## src/rtl/l2_mem_arbiter_pkg.sv

```systemverilog
`default_nettype none
// +--------------------------------------------------------------------------+
// | l2_mem_arbiter_pkg : shared types/constants for the I/D-cache L2 arbiter  |
// | Revision 1.0                                                              |
// +--------------------------------------------------------------------------+
package l2_mem_arbiter_pkg;

  localparam int c_max_gnt_cyc = 16;

  typedef enum logic [1:0] {
    IDLE   = 2'd0,
    GNT_IC = 2'd1,
    GNT_DC = 2'd2
  } arb_state_t;

  typedef enum logic {
    REQ_IC = 1'b0,
    REQ_DC = 1'b1
  } req_id_t;

endpackage
`default_nettype wire

```

## src/rtl/l2_mem_arbiter.sv

```systemverilog
`default_nettype none
// +--------------------------------------------------------------------------+
// | l2_mem_arbiter : round-robin I-cache/D-cache arbiter for one L2 port      |
// | Revision 1.0                                                              |
// +--------------------------------------------------------------------------+
module l2_mem_arbiter
  import l2_mem_arbiter_pkg::*;
#(
  parameter int MAX_GNT_CYC = c_max_gnt_cyc
) (
  input  logic        clk,
  input  logic        rst_n,
  input  logic        ic_req,
  input  logic        dc_req,
  input  logic [31:0] ic_addr,
  input  logic [31:0] dc_addr,
  input  logic        ic_rd_en,
  input  logic        dc_rd_en,
  input  logic        ic_wr_en,
  input  logic        dc_wr_en,
  input  logic [31:0] ic_wr_data,
  input  logic [31:0] dc_wr_data,
  output logic        ic_gnt,
  output logic        dc_gnt,
  output logic        ic_rd_vld,
  output logic        dc_rd_vld,
  output logic [31:0] rd_data,
  output logic        timeout,
  output logic [31:0] l2_mem_access_addr,
  output logic        l2_mem_rd_en,
  output logic        l2_mem_wr_en,
  output logic [31:0] l2_mem_wr_data,
  input  logic [31:0] l2_mem_rd_data
);

  localparam logic [4:0] c_cnt_last = 5'(MAX_GNT_CYC - 1);

  arb_state_t r_state;
  req_id_t    r_ptr;
  logic [4:0] r_cnt;

  assign ic_gnt  = (r_state == GNT_IC);
  assign dc_gnt  = (r_state == GNT_DC);
  assign rd_data = l2_mem_rd_data;

  // The owner's strobes reach L2; a non-granted requester is fully masked.
  always_comb begin
    l2_mem_access_addr = '0;
    l2_mem_rd_en       = 1'b0;
    l2_mem_wr_en       = 1'b0;
    l2_mem_wr_data     = '0;
    case (r_state)
      GNT_IC: begin
        l2_mem_access_addr = ic_addr;
        l2_mem_rd_en       = ic_rd_en;
        l2_mem_wr_en       = ic_wr_en;
        l2_mem_wr_data     = ic_wr_data;
      end
      GNT_DC: begin
        l2_mem_access_addr = dc_addr;
        l2_mem_rd_en       = dc_rd_en;
        l2_mem_wr_en       = dc_wr_en;
        l2_mem_wr_data     = dc_wr_data;
      end
      default: ;
    endcase
  end

  always_ff @(posedge clk or negedge rst_n) begin
    if (!rst_n) begin
      r_state   <= IDLE;
      r_ptr     <= REQ_IC;
      r_cnt     <= '0;
      timeout   <= 1'b0;
      ic_rd_vld <= 1'b0;
      dc_rd_vld <= 1'b0;
    end else begin
      // Tag follows the issuing owner, so a last-cycle read survives handoff.
      ic_rd_vld <= l2_mem_rd_en && (r_state == GNT_IC);
      dc_rd_vld <= l2_mem_rd_en && (r_state == GNT_DC);
      timeout   <= 1'b0;
      case (r_state)
        IDLE: begin
          r_cnt <= '0;
          if (ic_req && (!dc_req || r_ptr == REQ_IC)) begin
            r_state <= GNT_IC;
          end else if (dc_req) begin
            r_state <= GNT_DC;
          end
        end
        GNT_IC: begin
          if (ic_req && r_cnt != c_cnt_last) begin
            r_cnt <= r_cnt + 5'd1;
          end else begin
            r_cnt   <= '0;
            r_ptr   <= REQ_DC;
            timeout <= ic_req;
            r_state <= dc_req ? GNT_DC : IDLE;
          end
        end
        GNT_DC: begin
          if (dc_req && r_cnt != c_cnt_last) begin
            r_cnt <= r_cnt + 5'd1;
          end else begin
            r_cnt   <= '0;
            r_ptr   <= REQ_IC;
            timeout <= dc_req;
            r_state <= ic_req ? GNT_IC : IDLE;
          end
        end
        default: begin
          r_state <= IDLE;
          r_cnt   <= '0;
        end
      endcase
    end
  end

endmodule
`default_nettype wire

```

## config.mk

```make
export PLATFORM = sky130hd
export DESIGN_NAME = l2_mem_arbiter
export DESIGN_NICKNAME = d
export VERILOG_FILES = /design/src/rtl/l2_mem_arbiter_pkg.sv /design/src/rtl/l2_mem_arbiter.sv
export SDC_FILE = /design/constraint.sdc
export NUM_CORES = 1
export LEC_CHECK = 0
export ABC_AREA = 1
export CORE_AREA = 5 5 101 103
export CTS_CLUSTER_SIZE = 12
export DETAILED_ROUTE_END_ITERATION = 12
export DIE_AREA = 0 0 106 108
export PLACE_DENSITY_LB_ADDON = 0.1
export SLEW_MARGIN = 40
export SYNTH_ARGS = -nofsm -noshare
export SYNTH_HDL_FRONTEND = slang
export SYNTH_SLANG_ARGS = --single-unit
```

## constraint.sdc

```tcl
create_clock -name clk -period 2.1 [get_ports clk]
set_clock_uncertainty 0.2 [all_clocks]
set_input_delay 0.63 -clock clk [delete_from_list [all_inputs] [get_ports clk]]
set_output_delay 0.63 -clock clk [all_outputs]
set_load 0.02 [all_outputs]
```

## Yosys cells after proc, flatten, opt, wreduce, memory -nomap -nowiden

Index checks and enable logic that the tools add are counted.

- Add/subtract/negate cells: 1
- Reductions and logical operators: 11
- Mux-type cells: 20
- Bitwise operators: 1
- Eq/ne operators: 6

Operators with widths:

| cell | count |
|---|---|
| one-hot mux 32 bit (2 select lines) | 2 |
| two-way mux 2 bit | 5 |
| two-way mux 5 bit | 2 |
| one-hot mux 5 bit (2 select lines) | 1 |
| one-hot mux 1 bit (2 select lines) | 4 |
| one-hot mux 2 bit (3 select lines) | 1 |
| AND reduction 3 bit | 2 |
| adder 5 x 1 -> 5 bit, second input constant | 1 |
| logical AND 1 bit | 5 |
| two-way mux 1 bit | 5 |
| inequality test 5 x 4 -> 1 bit, second input constant | 1 |
| inequality test 2 bit, second input constant | 2 |
| inequality test 3 bit, second input constant | 1 |
| equality test 2 x 1 -> 1 bit, second input constant | 1 |
| equality test 2 bit, second input constant | 1 |
| zero test 2 bit | 1 |
| nonzero test 2 bit | 1 |
| zero test 1 bit | 1 |
| logical OR 1 bit | 1 |
| NOT 1 bit | 1 |

- Logic and storage cells: 45
- Output and inout port bits: 103
- Bits in registers: 11
- Input port bits: 168

## Logic depth before layout (Yosys ltp)

Gate-level depths: netlist of run 1.

- Depth after elaboration: 5
- Gate-level depth with buffers: 10
- Gate-level depth less buffers: 9

## Worst setup path before layout of run 1

Ideal clock, no wire load.

- Kind: reg-to-output
- Start: register r_state[1]
- End: output l2_mem_access_addr[20]
- Required time: 1,270 ps
- Buffers on the path: 3
- Stages on the path, launching flop included: 8
- Data arrival time: 1,584 ps
- Slack: -314 ps
- Cell sequence: dfrtp_1 inv_1 ha_1 buf_2 buf_6 buf_6 nand2_1 a21oi_1

- Longest elaborated chain between the ends: 2
- Elaborated cells on any way between the ends: 3
- Those cells by class: eq/ne (2); mux (1)

Ends and longest elaborated chain:

| item | RTL line | text |
|---|---|---|
| from (decl) | l2_mem_arbiter.sv:38 | `arb_state_t r_state;` |
| from (signal assigned) | l2_mem_arbiter.sv:98 | `r_state <= dc_req ? GNT_DC : IDLE;` |
| from (signal assigned) | l2_mem_arbiter.sv:108 | `r_state <= ic_req ? GNT_IC : IDLE;` |
| equality test 2 x 1 -> 1 bit | n/a |  |
| named net ic_gnt | l2_mem_arbiter.sv:23 | `output logic ic_gnt,` |
| one-hot mux 32 bit (2 select lines) | l2_mem_arbiter.sv:52 | `case (r_state)` |
| to (decl) | l2_mem_arbiter.sv:29 | `output logic [31:0] l2_mem_access_addr,` |

The timed path passes the listed nets, and every way through them passes these cells.

## Worst setup path after layout of run 1

- Start: register r_state[1]
- End: output l2_mem_wr_data[3]

- Longest elaborated chain between the ends: 2
- Elaborated cells on any way between the ends: 3
- Those cells by class: eq/ne (2); mux (1)

Ends and longest elaborated chain:

| item | RTL line | text |
|---|---|---|
| equality test 2 bit or equality test 2 x 1 -> 1 bit (tied branches) | l2_mem_arbiter.sv:52 |  |
| one-hot mux 32 bit (2 select lines) (*) | l2_mem_arbiter.sv:52 |  |
| to (decl) | l2_mem_arbiter.sv:32 | `output logic [31:0] l2_mem_wr_data,` |

Mark *: on every way between the ends. The rest lies on a longest branch, timed or not.

==> parameters.txt, run 1 <==
Parameter                              Value

Status
  Result of the run    finished with violations
  Violated checks    negative setup slack

Floorplanning
  Initial Util    20.3%
  Die outline height    108 um
  Die outline area    11400 um2
  IO Count    271
  Area of the placeable core    9110 um2
  Die Width    106 um
  Row cnt    35

Clocking
  Number of clock sinks    11
  Maximum buffer depth of the clock tree    2
  Clock buffer count from CTS    3
  Worst-Skew Late Latency    240 ps
  Maximum level of the CTS H-tree    1
  Count of hold-fix buffers inserted at cts    0
  Root buffer cell    sky130_fd_sc_hd__clkbuf_8
  TritonCTS clock tree    yes
  Clock-pin slew on the worst setup and hold paths    50 ps

Routing
  Via Count    2755
  Detailed Route Iter0 Violations    48
  Wire length per cell    15.7 um
  Via density    4.37
  Number of remaining DRC errors    0
  Total routed wirelength    9920 um
  Detailed Routing Iterations Pass 1    4
  Post-DRT Antenna Nets    0

GRT
  Initial antenna violation count    0
  Pin count of the biggest net entering global routing    23
  Vias in the first global route    2888
  Aggregate global-route resource usage    16.3%
  Global-route wire length before repair    15200 um
  Global-route congestion overflow total    0

Cells and area
  Antenna Cells    0
  Layout cells sized above 1    41.9%
  Leading cell type in the layout, fill and taps excluded    sky130_fd_sc_hd__clkdlybuf4s50_1
  Number of inserted filler cells in the final layout    860
  Net count, final    695
  Share of the core filled with cells    56.4%
  Highest-count cells in the layout ignoring fill and taps    sky130_fd_sc_hd__clkdlybuf4s50_1 (138), sky130_fd_sc_hd__nand2_1 (120), sky130_fd_sc_hd__buf_6 (68)
  Layout-stage area growth over the synthesis result    178%

Min path
  HP Start    r_cnt[0]
  Worst hold path type    reg -> reg

Setup path
  Number of buffer and inverter stages on the critical path    4
  Worst setup path startpoint    r_state[1]
  Largest fanout of any net on the critical path    8
  Worst path cell trace    inv_2, ha_4, inv_12, buf_12, a21oi_4, buf_12
  Worst Setup Path Type    reg -> out
  Most used cell, CP    sky130_fd_sc_hd__buf_12
  Worst endpoint required time    1270 ps
  Delay contributed by the slowest stage of the critical path    390 ps
  Data arrival time of the critical path    1600 ps
  Kind of end point of the critical path    output pin
  CP delay by family, top    buffers and inverters
  Standard cell with the maximum stage delay on the critical path    sky130_fd_sc_hd__dfrtp_1
  Start of the worst register-to-register path    r_state[1]
  Startpoint class of the critical path    register

Power
  Power density of the placed cells    1270 nW/um2
  Leak pwr    1.89 nW
  Total power consumption of the routed design    0.00652 W
  Worst vdd ir    0.668 mV

Timing
  Fin crit share    116%
  Upper clock frequency limit    412 MHz
  Number of max-slew violations in the final report    0
  Shortest clock period the worst path allows after layout    2430 ps
  Post-layout worst setup margin    -328 ps
  Unrepaired setup endpoints after global routing    yes
  Headroom to the max-slew limit    68.7%
  Transition time of the tightest slew-check pin    467 ps
  Setup-failing EPs final    67
  Number of failing hold endpoints at the final stage    0

Synth
  Net count of the mapped netlist    495
  Library cells used by synthesis    18
  Syn Area/Cell    5.76 um2
  Number of synthesized register bits    11
  Dominant cell type by area after synthesis    sky130_fd_sc_hd__nand2_1
  Post-synthesis sequential area ratio    14.9%
  Count of mapped cells out of synthesis    321
  Post-synthesis instance area    1850 um2
  Cells taking the most area after synthesis    sky130_fd_sc_hd__nand2_1 (30%), sky130_fd_sc_hd__buf_4 (15%), sky130_fd_sc_hd__dfrtp_1 (15%)
  Area fraction of the dominant cell type after synthesis    30.5%
  Yosys synthesis warning count    0

Placed design
  Routability congestion estimate from global placement    0.764
  Setup Slack @ Placement    -717 ps
  HPWL after DPL    8040 um
  Count of port buffers added during placement    206

Run
  Max_cap viols    0
==> worst register-to-register path: stages, from the launching register on <==
cell                      delay (ps)
sky130_fd_sc_hd__dfrtp_1         400
sky130_fd_sc_hd__buf_4           150
sky130_fd_sc_hd__ha_4            180
sky130_fd_sc_hd__buf_6           130
sky130_fd_sc_hd__buf_4           120
sky130_fd_sc_hd__buf_4           120
sky130_fd_sc_hd__nand2_1          50
sky130_fd_sc_hd__nand2_1          70
sky130_fd_sc_hd__nand2_1         100
sky130_fd_sc_hd__nand2_1         100
sky130_fd_sc_hd__nand2_1          70
sky130_fd_sc_hd__o21ai_1          50
==> cell usage after synthesis <==
cell type and count:
sky130_fd_sc_hd__xnor2_1 1, sky130_fd_sc_hd__inv_2 2, sky130_fd_sc_hd__and3_1 1, sky130_fd_sc_hd__a21oi_1 45, sky130_fd_sc_hd__dfrtp_1 11, sky130_fd_sc_hd__o22ai_1 1
sky130_fd_sc_hd__o21ai_1 2, sky130_fd_sc_hd__nand3_1 5, sky130_fd_sc_hd__buf_2 12, sky130_fd_sc_hd__nor2_1 9, sky130_fd_sc_hd__xor2_1 1, sky130_fd_sc_hd__nand2_1 150
sky130_fd_sc_hd__buf_6 3, sky130_fd_sc_hd__a21oi_2 20, sky130_fd_sc_hd__inv_1 13, sky130_fd_sc_hd__ha_1 6, sky130_fd_sc_hd__clkbuf_1 2, sky130_fd_sc_hd__buf_4 37
==> kinds of logic after synthesis <==
group           synth area share [%]
xor+xnor                       0.948
fa+ha+maj                       4.06
compound gates                  22.5
flops                           14.9
simple gates                    34.0
buf+inv                         23.6
==> per-stage QoR <==
stage	area, um2	hold slack [ps]	std cells	TNS (ps)
after floorplan	2630	134	321	-2490
after global placement	4770	248	617	-43420
after detailed placement	4770	261	617	-43730
after CTS	5050	268	629	-20500
after global routing	5140	302	631	-23740
final	5140	269	631	-18250
==> sequential cells by signal, summed over array words and instances (netlist names) <==
| register | count |
|---|---|
| dc_rd_vld | 1 |
| ic_rd_vld | 1 |
| r_cnt | 5 |
| r_ptr | 1 |
| r_state | 2 |
| timeout | 1 |
==> area by class of cell <==
cell class              count  area (um2)  area share [%]
multi-input cells         241        1880            36.7
well taps                 111         139            2.70
flip-flops and latches     11         275            5.36
repair buffers            248        2720            52.8
clock buffers               3        41.3           0.803
inverters                  15        68.8            1.34
clock inverters             1        5.00          0.0974
repair inverters            1        11.3           0.219
==> repair_timing <==
item,in CTS,in global routing
resized for setup,418,27
pin swaps,4,2
setup buffers,5,2
cloned,3,1
setup endpoints to repair,68,68
==> worst paths after layout <==
| path | endpoint | slack [ps] | depth (start not counted) |
|---|---|---|---|
| setup / recovery | l2_mem_wr_data[3] | -330 | 6 |
| hold / removal | r_cnt[0] | 270 | 1 |
| setup reg to reg | r_state[0] | 220 | 11 |
| hold reg to reg | r_cnt[0] | 270 | 1 |
| max in group asynchronous | r_state[0] | 870 | 1 |
| min in group asynchronous | r_cnt[1] | 520 | 1 |
==> metal layers <==
layer / vias to the layer above / global-route usage [%] / wire length, um
met5: - / 0 / 0
met4: 0 / 1.11 / 17
met3: 3 / 5.25 / 893
met2: 138 / 32.0 / 5300
met1: 1235 / 17.8 / 3710
li1: 1379 / - / -
==> report_power, final <==
| group | internal (W) | total, W | switching, W |
|---|---|---|---|
| sequential | 0.000250 | 0.000279 | 0.0000285 |
| clock | 0.000130 | 0.000209 | 0.0000786 |
| combinational | 0.00291 | 0.00603 | 0.00312 |
| total | 0.00329 | 0.00652 | 0.00323 |
No activity file was read; power rests on OpenSTA's default activity.
==> inputs of run 2 (changes only) <==
--- a/config.mk
+++ b/config.mk
@@ -6,6 +6,7 @@
 export NUM_CORES = 1
 export LEC_CHECK = 0
 export ABC_AREA = 1
+export CAP_MARGIN = 20
 export CORE_AREA = 5 5 101 103
 export CTS_CLUSTER_SIZE = 12
 export DETAILED_ROUTE_END_ITERATION = 12
==> results of run 2 <==
Same layout as run 1: the final DEF is identical, and so are final timing and power.
==> inputs of run 3 (changes only) <==
==> constraint.sdc (replaced) <==
create_clock -name clk -period 2.8 [get_ports clk]
set_clock_uncertainty 0.2 [all_clocks]
set_input_delay 0.84 -clock clk [delete_from_list [all_inputs] [get_ports clk]]
set_output_delay 0.84 -clock clk [all_outputs]
set_load 0.02 [all_outputs]
==> run 3 against run 2 <==
The flow now finishes without violations. Combinational power fell by 56%. Register-to-register slack better by 860 ps. Sequential share of layout area rose by 1.9 points. Critical endpoint is now l2_mem_access_addr[23].
==> parameters.txt, run 3 (synthesis results as in run 1) <==
Parameter                              Value

Timing
  Setup-failing EPs final    0
  Shortest clock period the worst path allows after layout    2800 ps
  Unrepaired setup endpoints after global routing    yes
  Upper clock frequency limit    357 MHz
  Fin crit share    99.9%
  Headroom to the max-slew limit    68.1%
  Number of max-slew violations in the final report    0
  Transition time of the tightest slew-check pin    476 ps
  Number of failing hold endpoints at the final stage    0

GRT
  Global-route congestion overflow total    0
  Initial antenna violation count    0
  Vias in the first global route    2523
  Global-route wire length before repair    12900 um
  Aggregate global-route resource usage    13.7%
  Pin count of the biggest net entering global routing    31

Routing
  Routed length on met1    3610 um
  Total routed wirelength    8930 um
  Wire length per cell    14.7 um
  Met2 routed wirelength    4500 um
  Post-DRT Antenna Nets    0
  Highest layer used for signal routing    met4
  Via density    4.24
  Detailed Routing Iterations Pass 1    4
  Detailed Route Iter0 Violations    76
  Routed length on met3    749 um
  Number of remaining DRC errors    0
  Via Count    2578

Floorplanning
  Row cnt    35
  Die outline height    108 um
  Die outline area    11400 um2
  Initial Util    20.3%
  Die Width    106 um
  IO Count    271
  Area of the placeable core    9110 um2

Setup path
  Startpoint class of the critical path    input pin
  Largest fanout of any net on the critical path    1
  Data arrival time of the critical path    1760 ps
  Kind of end point of the critical path    output pin
  Worst Setup Path Type    in -> out
  Worst endpoint required time    1760 ps

Placed design
  HPWL after DPL    6910 um
  Count of port buffers added during placement    206
  Post-DP Area    3900 um2
  Routability congestion estimate from global placement    0.735

Clocking
  TritonCTS clock tree    yes
  Worst-Skew Late Latency    230 ps
  Clock-pin slew on the worst setup and hold paths    40 ps
  Count of hold-fix buffers inserted at cts    0
  Maximum buffer depth of the clock tree    2
  Root buffer cell    sky130_fd_sc_hd__clkbuf_8
  Number of clock sinks    11
  Count of buffers added by post-CTS timing repair for setup    0
  Clock buffer count from CTS    3
  Maximum level of the CTS H-tree    1

Cells and area
  Net count, final    672
  Highest-count cells in the layout ignoring fill and taps    sky130_fd_sc_hd__nand2_1 (150), sky130_fd_sc_hd__clkdlybuf4s50_1 (138), sky130_fd_sc_hd__buf_2 (50)
  Layout-stage area growth over the synthesis result    104%
  Antenna Cells    0
  Layout cells sized above 1    23.1%
  Flip-flop count of the largest register after layout    5
  Area of all placed cells without fillers    3780 um2
  Leading cell type in the layout, fill and taps excluded    sky130_fd_sc_hd__nand2_1
  Register with the highest flop count    r_cnt
  Registers with the most flip-flops    r_cnt (5), r_state (2)

Power
  Worst vdd ir    0.464 mV
  Power density of the placed cells    803 nW/um2
  Total power consumption of the routed design    0.00303 W
  Leak pwr    1.60 nW

Min path
  Worst hold path type    reg -> reg

Run
  Max_cap viols    0

Status
  Result of the run    completed
run 3: final timing paths:
path | start | slack, ps | depth (start not counted) | endpoint
max in group asynchronous | rst_n | 1340 | 1 | r_cnt[4]
min reg2reg | r_cnt[0] | 260 | 1 | r_cnt[0]
max reg2reg | r_state[1] | 1080 | 9 | r_state[0]
max | ic_addr[23] | 2 | 4 | l2_mem_access_addr[23]
min in group asynchronous | rst_n | 730 | 1 | r_cnt[3]
min | r_cnt[0] | 260 | 1 | r_cnt[0]
run 3: what timing repair did:
action / CTS / global route
endpoints found under the setup margin: 68 / 35
pin swaps: 0 / 1
resized for setup: 234 / 24
cloned: 0 / 2
run 3: per-stage QoR:
stage                     utilization (%)  TNS [ps]  hold slack (ps)  worst slack, ps  std cells
after floorplan                         -         0              233              176        321
after global routing                 41.5      -602              276            -56.7        608
after CTS                            42.0         0              261            0.671        606
final                                41.5         0              259             1.97        608
after detailed placement             42.8    -22760              255             -434        602
after global placement               42.8    -22400              256             -440        602
run 3: final cells by class:
type / count / area (um2)
flip-flops and latches: 11 / 275
clock buffers: 4 / 45.0
well taps: 111 / 139
multi-input cells: 241 / 1160
repair buffers: 226 / 2100
fillers: 988 / 5330
inverters: 15 / 58.8
run 3: critical path, cell delays in order:
cell and delay [ps]:
sky130_fd_sc_hd__clkdlybuf4s50_1 450, sky130_fd_sc_hd__nand2_1 40, sky130_fd_sc_hd__a21oi_1 140, sky130_fd_sc_hd__clkdlybuf4s15_2 280
run 3: power by group:
group / switching (W) / leakage (nW) / internal (W)
Combinational: 0.00156 / 1.43 / 0.00111
Sequential: 0.0000214 / 0.149 / 0.000188
Clock: 0.0000524 / 0.0228 / 0.0000993
run 3: per-layer routing:
layer,global-route usage (%),up-vias
li1,-,1327
met1,15.5,1115
met2,25.5,128
met3,4.78,8
met4,1.48,0
met5,0,-
